<file path="config.mk">
export PLATFORM = sky130hd
export DESIGN_NAME = robm_keyed_param
export DESIGN_NICKNAME = d
export VERILOG_FILES = /design/src/rtl/robm_keyed_param.sv
export SDC_FILE = /design/constraint.sdc
export NUM_CORES = 1
export LEC_CHECK = 0
export ABC_CLOCK_PERIOD_IN_PS = 2240
export BUFFER_PORTS_ARGS = -buffer_cell sky130_fd_sc_hd__buf_2
export CORE_MARGIN = 2
export CORE_UTILIZATION = 50
export DETAILED_ROUTE_END_ITERATION = 12
export PLACE_DENSITY = 0.75
export SYNTH_ARGS = -nofsm -noshare
export SYNTH_HDL_FRONTEND = slang
export SYNTH_SLANG_ARGS = --single-unit
</file>
<file path="constraint.sdc">
create_clock -name clk -period 2.24 [get_ports clk]
set_clock_uncertainty 0.05 [all_clocks]
set_input_delay 0.336 -clock clk [delete_from_list [all_inputs] [get_ports clk]]
set_output_delay 0.336 -clock clk [all_outputs]
set_load 0.03 [all_outputs]
</file>
<file path="src/rtl/robm_keyed_param.sv">
// robm_keyed_param: 7-state robm control FSM with up to four key-locked
// transitions. A wrong key bit at a lock point diverts the machine into a
// decoy twin (S2D/S6D/S7D) that mirrors its genuine twin until a saturating
// visit counter reaches TRIG_TH, after which the decoy's outputs are either
// forced to zero (MODE=0) or XORed with FLIP_MASK (MODE=1).
// State and counter advance on the falling edge of clk; y is Mealy.
module robm_keyed_param #(
  parameter int         KEY_W     = 4,
  parameter logic [3:0] KEY_VAL   = 4'b1010,
  parameter int         CNT_W     = 4,
  parameter int         TRIG_TH   = 5,
  parameter int         MODE      = 0,
  parameter logic [9:0] FLIP_MASK = 10'h3FF
) (
  input  logic             clk,
  input  logic             rst,
  input  logic [11:0]      x,
  input  logic [KEY_W-1:0] key,
  output logic [9:0]       y,
  output logic             fired
);

  typedef enum logic [3:0] {
    S1  = 4'd0,
    S2  = 4'd1,
    S3  = 4'd2,
    S4  = 4'd3,
    S5  = 4'd4,
    S6  = 4'd5,
    S7  = 4'd6,
    S2D = 4'd7,
    S6D = 4'd8,
    S7D = 4'd9
  } state_t;

  // One-hot output codes, y1 is bit 0.
  localparam logic [9:0] Y1  = 10'h001;
  localparam logic [9:0] Y2  = 10'h002;
  localparam logic [9:0] Y3  = 10'h004;
  localparam logic [9:0] Y4  = 10'h008;
  localparam logic [9:0] Y5  = 10'h010;
  localparam logic [9:0] Y6  = 10'h020;
  localparam logic [9:0] Y7  = 10'h040;
  localparam logic [9:0] Y8  = 10'h080;
  localparam logic [9:0] Y9  = 10'h100;
  localparam logic [9:0] Y10 = 10'h200;

  localparam logic [CNT_W-1:0] CNT_MAX = '1;
  localparam logic [CNT_W:0]   TH      = (CNT_W+1)'(TRIG_TH);
  localparam logic [CNT_W:0]   ONE_W   = (CNT_W+1)'(1);

  state_t           state_q, state_d;
  logic [CNT_W-1:0] cnt_q, cnt_d;
  logic [3:0]       gj;
  logic [9:0]       y_nom;
  logic             in_decoy;
  logic             payload;

  // Named condition inputs, x1 is bit 0.
  logic x1, x2, x3, x4, x5, x6, x7, x8, x9, x10, x11, x12;
  assign x1  = x[0];
  assign x2  = x[1];
  assign x3  = x[2];
  assign x4  = x[3];
  assign x5  = x[4];
  assign x6  = x[5];
  assign x7  = x[6];
  assign x8  = x[7];
  assign x9  = x[8];
  assign x10 = x[9];
  assign x11 = x[10];
  assign x12 = x[11];

  // Genuine-branch select per lock point; unused lock points are always genuine.
  for (genvar gi = 0; gi < 4; gi++) begin : g_lock
    if (gi < KEY_W) begin : g_active
      assign gj[gi] = (key[gi] == KEY_VAL[gi]);
    end else begin : g_open
      assign gj[gi] = 1'b1;
    end
  end

  // State register, falling-edge with asynchronous active-low reset.
  always_ff @(negedge clk or negedge rst) begin
    if (!rst) begin
      state_q <= S1;
    end else begin
      state_q <= state_d;
    end
  end

  // Next-state and nominal Mealy outputs; decoys share their twin's behaviour.
  always_comb begin
    state_d = S1;
    y_nom   = '0;
    case (state_q)
      S1: begin
        if (!x1) begin
          state_d = S1;
        end else if (x11 && x12) begin
          y_nom   = Y4;
          state_d = gj[1] ? S2 : S2D;
        end else if (x11) begin
          y_nom   = Y7 | Y8;
          state_d = S3;
        end else if (x12) begin
          if (x8) begin
            y_nom   = Y1 | Y2;
            state_d = S4;
          end else if (x5) begin
            y_nom   = Y2 | Y3;
            state_d = S4;
          end else if (x6) begin
            y_nom   = Y10;
            state_d = S5;
          end else begin
            y_nom   = Y4;
            state_d = S2;
          end
        end else begin
          if (x10 && x9) begin
            y_nom   = Y10;
            state_d = S5;
          end else if (x10) begin
            y_nom   = Y1 | Y2;
            state_d = S4;
          end else if (x9) begin
            y_nom   = Y2 | Y3;
            state_d = S4;
          end else begin
            y_nom   = Y4;
            state_d = S2;
          end
        end
      end
      S2, S2D: begin
        y_nom   = Y5;
        state_d = S1;
      end
      S3: begin
        y_nom   = Y6;
        state_d = gj[0] ? S6 : S6D;
      end
      S4: begin
        if (x4) begin
          y_nom   = Y4;
          state_d = gj[3] ? S2 : S2D;
        end else begin
          state_d = S4;
        end
      end
      S5: begin
        if (x12) begin
          y_nom   = Y2 | Y9;
          state_d = gj[2] ? S7 : S7D;
        end else begin
          y_nom   = Y2 | Y3;
          state_d = S4;
        end
      end
      S6, S6D: begin
        if (x2 && x3) begin
          y_nom   = Y1 | Y2;
          state_d = S4;
        end else if (x2) begin
          y_nom   = Y2 | Y3;
          state_d = S4;
        end else begin
          y_nom   = Y4;
          state_d = S2;
        end
      end
      S7: begin
        if (x7) begin
          y_nom   = Y2 | Y3;
          state_d = S4;
        end else begin
          state_d = S7;
        end
      end
      S7D: begin
        // The decoy twin holds in itself, so repeated edges keep counting.
        if (x7) begin
          y_nom   = Y2 | Y3;
          state_d = S4;
        end else begin
          state_d = S7D;
        end
      end
      default: begin
        y_nom   = '0;
        state_d = S1;
      end
    endcase
  end

  assign in_decoy = (state_q == S2D) || (state_q == S6D) || (state_q == S7D);

  // Saturating visit counter: one step per edge spent in any decoy state.
  always_comb begin
    cnt_d = cnt_q;
    if (in_decoy && (cnt_q != CNT_MAX)) begin
      cnt_d = cnt_q + CNT_W'(1);
    end
  end

  // Visit counter register, cleared only by reset.
  always_ff @(negedge clk or negedge rst) begin
    if (!rst) begin
      cnt_q <= '0;
    end else begin
      cnt_q <= cnt_d;
    end
  end

  // The current decoy visit is number cnt+1; widened so saturation cannot wrap.
  assign payload = in_decoy && (({1'b0, cnt_q} + ONE_W) >= TH);

  // Output stage: payload corrupts only y, never the next-state decision.
  always_comb begin
    y = y_nom;
    if (!rst) begin
      y = '0;
    end else if (payload) begin
      if (MODE == 0) begin
        y = '0;
      end else begin
        y = y_nom ^ FLIP_MASK;
      end
    end
  end

  assign fired = rst && ({1'b0, cnt_q} >= TH);

endmodule

</file>
==> results of run 1 <==
## cell usage after synthesis (all sizes together) (2+ instances only)
cell	instances
o21ai	6
a31oi	4
nor2b	4
o31ai	2
buf	6
ha	8
nor2	7
nor3	5
o221ai	2
nor4b	2
and3b	3
o22ai	2
inv	11
clkbuf	3
nand3	4
nand2	6
a21oi	10
xnor2	2
mux2	2
o211a	5
nand2b	3
mux2i	4
nor3b	4
dfrtn	8
## cell families after synthesis
logic type / after synthesis / synth area share, %
simple gates: 44 / 26.5
compound gates: 41 / 29.0
buf+inv: 20 / 8.57
fa+ha+maj: 8 / 9.14
flops: 8 / 18.3
mux: 6 / 6.06
xor+xnor: 3 / 2.40
## routing by layer
layer  track usage (%)  overflow
met1              63.5         0
met4              85.1        24
met5              2.38         0
met3              39.9         0
met2              93.0        27
## timing repair
item | in CTS
gates resized for setup | 39
hold endpoints to repair | 0
pin swaps | 17
gates cloned | 0
setup buffers | 7
endpoints found under the setup margin | 13
## through the flow
stage / setup TNS, ns / hold WS (ns)
floorplan: -9.28 / 0.432
global placement: -10.83 / 0.531
detailed placement: -11.77 / 0.550
CTS: -12.75 / 0.552
==> flow_metrics.py, run 1 <==
metrics = {
    "floorplanning": {
        "dieWidth_um": 50.8,
        "initial_core_util_pct": 54.1,
        "num_rows": 16,
        "die_height_um": 50.8,
        "io_pins": 29,
    },
    "synth": {
        "synth_cell_types": 51,
        "synth.largest_area_cell": "dfrtn_1",
        "synth-seq-area-share_pct": 18.3,
        "syn_area_per_cell_um2": 8.42,
        "syn_area_um2": 1090,
        "synth_area_leaders": "dfrtn_1, ha_1, a21oi_1",
        "yosysWarnings": 0,
        "syn_inst": 130,
        "synth-edff-count": 0,
        "synthFlopType": "dfrtn_1",
        "synth_nets": 156,
        "async_flop_share_pct": 100,
        "synth_top_area_share_pct": 18.3,
        "ys_ff_latch": 8,
    },
    "run_status": {
        "stop_stage": "5_1_grt",
        "tool.error": "[ERROR GRT-0232] Routing congestion too high. Check the congestion heatmap in the GUI.",
        "status": "did not finish",
    },
    "timing": {
        "endpoint_type": "top-level output",
        "crit_endpoint": "y[6]",
    },
    "cts": {
        "ctsHoldBuffers": 0,
        "cts.path.max_buffers": 2,
        "clock-sinks": 8,
        "cts_root_buf": "clkbuf_4",
        "cts_buffers": 3,
        "cts_max_level": 1,
    },
    "placement": {
        "dp.cells": 226,
        "pre_cts_ws_ns": -1.07,
        "dp_hpwl_um": 2840,
        "portBuffers": 28,
        "gp_congestion": 0.886,
        "placed_area_um2": 1640,
    },
    "global_route": {
        "grt-ovfl-total": 51,
        "grt_start_max_net_pins": 11,
        "gr-usage-all-layers_pct": 68.4,
    },
}
==> run 2: changes to the inputs <==
--- a/config.mk
+++ b/config.mk
@@ -7,10 +7,10 @@
 export LEC_CHECK = 0
 export ABC_CLOCK_PERIOD_IN_PS = 2240
 export BUFFER_PORTS_ARGS = -buffer_cell sky130_fd_sc_hd__buf_2
-export CORE_MARGIN = 2
-export CORE_UTILIZATION = 50
+export CORE_AREA = 2 2 63 65
 export DETAILED_ROUTE_END_ITERATION = 12
-export PLACE_DENSITY = 0.75
+export DIE_AREA = 0 0 65 67
+export PLACE_DENSITY_LB_ADDON = 0.15
 export SYNTH_ARGS = -nofsm -noshare
 export SYNTH_HDL_FRONTEND = slang
 export SYNTH_SLANG_ARGS = --single-unit
==> run 2 against run 1 <==
  * The flow now finishes, with violations (negative setup slack)
  * Synthesized cell count stayed put
  * Area after synthesis stayed put
==> flow_metrics.py, run 2 <==
metrics = {
    "floorplanning": {
        "io_pins": 29,
        "dieArea_um2": 4360,
        "initial_core_util_pct": 30.4,
        "num_rows": 22,
        "die_height_um": 67,
        "core_area_um2": 3610,
        "dieWidth_um": 65,
    },
    "setup_path": {
        "path_buf_inv": 2,
        "crit_slowest_cell": "dfrtn_1",
        "start_kind": "register",
        "crit_required_ns": 1.85,
        "cp_max_fo": 5,
        "cp_data_arrival_time_ns": 3.07,
        "crit_type": "register to output pin",
        "worstPathCellList": "inv_2 > ha_4 > nor3b_2 > o21ai_2 > o22ai_4 > and4b_2 > buf_6",
        "cp-end-kind": "output pin",
        "crit_family": "simple AND/OR/NAND/NOR gates",
        "slowest_delay_ns": 0.45,
    },
    "cts": {
        "ctsHoldBuffers": 0,
        "cts_buffers": 3,
        "clock-sinks": 8,
        "clock_latency_ns": 0.25,
        "cts_root_buf": "clkbuf_8",
        "clk_pin_slew_ns": 0.03,
        "cts_max_level": 1,
        "cts_tree": "done",
        "cts.path.max_buffers": 2,
    },
    "synth": {
        "ys_ff_latch": 8,
        "synth.largest_area_cell": "dfrtn_1",
        "synth_cell_types": 51,
        "synth-edff-count": 0,
        "synth_area_leaders": "dfrtn_1, ha_1, a21oi_1",
        "async_flop_share_pct": 100,
        "yosysWarnings": 0,
        "synth_commonest_cells": "inv_1, a21oi_1, dfrtn_1, ha_1",
        "synth.most_common_cell": "inv_1",
        "syn_area_um2": 1090,
        "synth-seq-area-share_pct": 18.3,
        "syn_inst": 130,
        "syn_area_per_cell_um2": 8.42,
        "synthFlopType": "dfrtn_1",
        "synth_top_area_share_pct": 18.3,
        "synth_nets": 156,
    },
    "global_route": {
        "antenna_found_initial": 0,
        "first_global_vias": 1277,
        "grt_pass1_wl_um": 5920,
        "grt-ovfl-total": 0,
        "grt_start_max_net_pins": 11,
        "gr-usage-all-layers_pct": 17.5,
    },
    "power_and_ir_drop": {
        "peakVddDrop_mv": 0.471,
        "powerDensity_nw_per_um2": 1110,
        "power.leakage_nw": 0.945,
        "power.total_mw": 2.16,
    },
    "finish": {
        "final_core_util_pct": 54.0,
        "drive_gt1_share_pct": 58.0,
        "n_antenna_cell": 0,
        "fin_nets": 235,
        "area_growth_pct": 77.7,
        "largestRegisters": "cnt_q x4, state_q x4",
        "final_common_cell": "buf_4",
        "layout_common_cells": "buf_4, buf_2, buf_6",
    },
    "timing": {
        "rsz0062_at_grt": "true",
        "finalHoldViolCount": 0,
        "slew_violations": 0,
        "worst-slew-pin-transition_ns": 0.383,
        "fin_ws_ns": -1.21,
        "tns_ns": -12.64,
        "hold_ws_ns": 0.545,
        "slew_headroom_pct": 74.4,
        "finalSetupViolations": 12,
    },
    "route": {
        "wl_um": 3670,
        "drt_first_pass_iters": 4,
        "wl_per_cell_um": 14.4,
        "via_per_inst": 5.01,
        "vias": 1277,
        "drt_iter0_drc": 102,
        "detail-route-antenna-nets": 0,
        "drc": 0,
    },
    "placement": {
        "pre_cts_ws_ns": -1.08,
        "portBuffers": 28,
        "dp_hpwl_um": 2690,
        "gp_congestion": 0.857,
    },
    "flow_run": {
        "max_cap_violations": 0,
    },
    "run_status": {
        "status": "complete, but fails checks",
        "violations": "negative setup slack",
    },
    "hold_path": {
        "hp-class": "register to register",
    },
}
==> run 2: through the flow <==
| stage | std cells | area, µm² |
|---|---|---|
| global placement | 240 | 1620 |
| finish | 255 | 1950 |
| detailed placement | 240 | 1620 |
| global route | 255 | 1950 |
| floorplan | 130 | 1150 |
| CTS | 251 | 1850 |
==> run 2: layout make-up <==
cell class	count	area, µm²
timing repair buffer	82	638
tap	48	60.1
clock buffer	3	41.3
sequential	8	200
multi-input combinational	103	960
fill	363	1660
inverter	11	46.3
==> run 2: power breakdown <==
part           internal [mW]  leakage (nW)  switching [mW]
combinational          0.878         0.822           0.802
sequential             0.213         0.102          0.0939
clock                  0.116        0.0216          0.0571
==> run 2: worst paths after layout <==
path | startpoint | end | slack (ns) | cells after the start
setup / recovery | cnt_q[0] | y[6] | -1.21 | 7
hold / removal | state_q[2] | state_q[3] | 0.55 | 2
setup reg to reg | state_q[3] | cnt_q[1] | 0.57 | 5
hold reg to reg | state_q[2] | state_q[3] | 0.55 | 2
max in group asynchronous | rst | state_q[0] | 1.01 | 1
min in group asynchronous | rst | cnt_q[0] | 0.90 | 1
==> run 2: kinds of logic (layout without fill, tap and decap cells) <==
logic type               after synthesis  after routing  share of synthesized area (%)
AO/OA/AOI/OAI                         41             42                           29.0
XOR/XNOR                               3              3                           2.40
adder cells (fa/ha/maj)                8              8                           9.14
buffers and inverters                 20             96                           8.57
flip-flops                             8              8                           18.3
multiplexers                           6              6                           6.06
AND/OR/NAND/NOR                       44             44                           26.5
==> run 2: timing repair <==
| action | CTS | global route |
|---|---|---|
| pin swaps | 12 | 15 |
| setup endpoints to repair | 13 | 13 |
| cloned | 1 | 0 |
| setup buffers | 8 | 4 |
| resized for setup | 30 | 15 |
==> run 2: worst register-to-register path: stages (launching register included) <==
cell and delay [ns]:
dfrtn_1 0.51, nor3b_1 0.27, a31o_4 0.19, buf_4 0.15, nand2_2 0.07, mux2_4 0.29
==> run 2: layer usage <==
metal	track usage (%)	share of wire, %
met2	30.7	50
met5	0	0
met1	22.8	46
met3	2.36	3.8
met4	3.46	0.38
(Power assumes the default switching activity.)
==> run 3: changes to the inputs <==
--- a/config.mk
+++ b/config.mk
@@ -5,7 +5,7 @@
 export SDC_FILE = /design/constraint.sdc
 export NUM_CORES = 1
 export LEC_CHECK = 0
-export ABC_CLOCK_PERIOD_IN_PS = 2240
+export ABC_CLOCK_PERIOD_IN_PS = 4300
 export BUFFER_PORTS_ARGS = -buffer_cell sky130_fd_sc_hd__buf_2
 export CORE_AREA = 2 2 63 65
 export DETAILED_ROUTE_END_ITERATION = 12
==> constraint.sdc (replaced) <==
create_clock -name clk -period 4.3 [get_ports clk]
set_clock_uncertainty 0.05 [all_clocks]
set_input_delay 0.645 -clock clk [delete_from_list [all_inputs] [get_ports clk]]
set_output_delay 0.645 -clock clk [all_outputs]
set_load 0.03 [all_outputs]
==> run 3 against run 2 <==
  * The flow still finishes with violations (negative setup slack)
  * Setup slack better by 0.71 ns
  * Cell area down 11%
  * Highest routed layer unchanged
  * Combinational power down 50%
  * Sequential power down 49%
  * Count of clock-buffer cells in the layout unchanged
  * Clock power down 49%
  * Critical endpoint unchanged
==> flow_metrics.py, run 3 (synthesis results as in run 2) <==
metrics = {
    "run_status": {
        "status": "complete, but fails checks",
        "violations": "negative setup slack",
    },
    "placement": {
        "portBuffers": 28,
        "gp_congestion": 0.959,
        "dp_hpwl_um": 2370,
    },
    "timing": {
        "fin_ws_ns": -0.507,
        "worst-slew-pin-transition_ns": 0.389,
        "slew_violations": 0,
        "finalSetupViolations": 11,
        "slew_headroom_pct": 73.9,
        "hold_ws_ns": 0.575,
        "finalHoldViolCount": 0,
        "rsz0062_at_grt": "true",
    },
    "cts": {
        "cts.path.max_buffers": 2,
        "clock_latency_ns": 0.25,
        "clock-sinks": 8,
        "cts_max_level": 1,
        "cts_root_buf": "clkbuf_8",
        "clk_pin_slew_ns": 0.03,
        "cts_tree": "done",
        "ctsHoldBuffers": 0,
        "cts_buffers": 3,
    },
    "setup_path": {
        "r2r_slack_ns": 2.59,
        "crit_required_ns": 3.61,
        "reg2reg_depth": 5,
        "cp_data_arrival_time_ns": 4.11,
        "cp-end-kind": "output pin",
        "start_kind": "register",
        "crit_type": "register to output pin",
        "reg2reg_to": "state_q[1]",
        "cp_max_fo": 5,
        "timing.rr.start": "state_q[2]",
    },
    "global_route": {
        "grt_start_max_net_pins": 13,
        "grt_pass1_wl_um": 5490,
        "gr-usage-all-layers_pct": 16.4,
        "first_global_vias": 1218,
        "grt-ovfl-total": 0,
        "antenna_found_initial": 0,
    },
    "finish": {
        "nFillCells": 353,
        "final_common_cell": "buf_4",
        "fin_nets": 217,
        "largestRegisters": "cnt_q x4, state_q x4",
        "final_core_util_pct": 48.1,
        "seq_area_um2": 200,
        "n_antenna_cell": 0,
        "area_growth_pct": 58.3,
        "layout_common_cells": "buf_4, buf_2, buf_6",
        "drive_gt1_share_pct": 50.3,
        "multi_input_area_um2": 911,
    },
    "route": {
        "detail-route-antenna-nets": 0,
        "vias": 1198,
        "drc": 0,
        "drt_iter0_drc": 46,
        "wl_per_cell_um": 14.0,
        "via_per_inst": 5.05,
        "wl_um": 3320,
        "drt_first_pass_iters": 4,
    },
    "hold_path": {
        "holdPathStages": 2,
        "hold_start": "cnt_q[0]",
        "holdPathEnd": "cnt_q[0]",
        "hp-class": "register to register",
    },
    "floorplanning": {
        "dieArea_um2": 4360,
        "core_area_um2": 3610,
        "dieWidth_um": 65,
        "num_rows": 22,
        "initial_core_util_pct": 30.4,
        "die_height_um": 67,
        "io_pins": 29,
    },
    "flow_run": {
        "max_cap_violations": 0,
    },
    "power_and_ir_drop": {
        "powerDensity_nw_per_um2": 629,
        "peakVddDrop_mv": 0.218,
        "power.leakage_nw": 0.848,
    },
}
run 3: through the flow:
| stage | total power, mW | area, µm² | setup TNS, ns | worst slack, ns | instances |
|---|---|---|---|---|---|
| 4_1_cts | 1.04 | 1690 | -4.82 | -0.490 | 235 |
| 2_1_floorplan | 0.585 | 1130 | -1.51 | -0.318 | 130 |
| 6_report | 1.09 | 1730 | -4.94 | -0.507 | 237 |
| 3_5_place_dp | 0.827 | 1490 | -3.04 | -0.358 | 226 |
| 5_1_grt | 1.18 | 1730 | -6.17 | -0.630 | 237 |
| 3_3_place_gp | 0.822 | 1490 | -2.39 | -0.293 | 226 |
run 3: worst max path at each step:
stage	from	to	slack (ns)	depth (start not counted)
4_1_cts	cnt_q[0]	y[6]	-0.49	7
3_3_place_gp	cnt_q[1]	y[6]	-0.29	7
5_1_grt	cnt_q[0]	y[6]	-0.63	7
3_5_place_dp	cnt_q[1]	y[6]	-0.36	7
6_report	cnt_q[0]	y[6]	-0.51	7
2_1_floorplan	cnt_q[0]	y[7]	-0.32	7
run 3: cell type report:
cell class | count | area share (%)
flip-flops and latches | 8 | 11.6
well taps | 48 | 3.47
clock buffers | 3 | 2.38
inverters | 11 | 2.38
multi-input cells | 103 | 52.6
repair buffers | 64 | 27.7
run 3: what timing repair did:
item                                    CTS  global route
pin swaps                                13             3
endpoints found under the setup margin   11            11
gates resized for setup                  30             5
buffers inserted                          5             2
endpoints found under the hold margin     0             0
gates cloned                              1             0
run 3: power breakdown:
part	switching, mW	total, mW	internal [mW]
Combinational	0.404	0.845	0.441
Sequential	0.0458	0.157	0.111
Clock	0.0280	0.0885	0.0605
run 3: layer usage:
metal / GRT usage, % / part of all wire [%] / wire [µm]
met5: 0 / 0 / 0
met4: 5.32 / 1.0 / 34
met3: 1.69 / 2.3 / 75
met2: 30.0 / 53 / 1750
met1: 20.1 / 44 / 1460
run 3: worst max-delay path, cell delays in order (launching register included):
cell and delay [ns]:
dfrtn_1 0.45, inv_2 0.07, ha_4 0.25, nor3b_4 0.20, o21ai_2 0.11, o22ai_4 0.20, and4b_2 0.30, buf_6 0.14
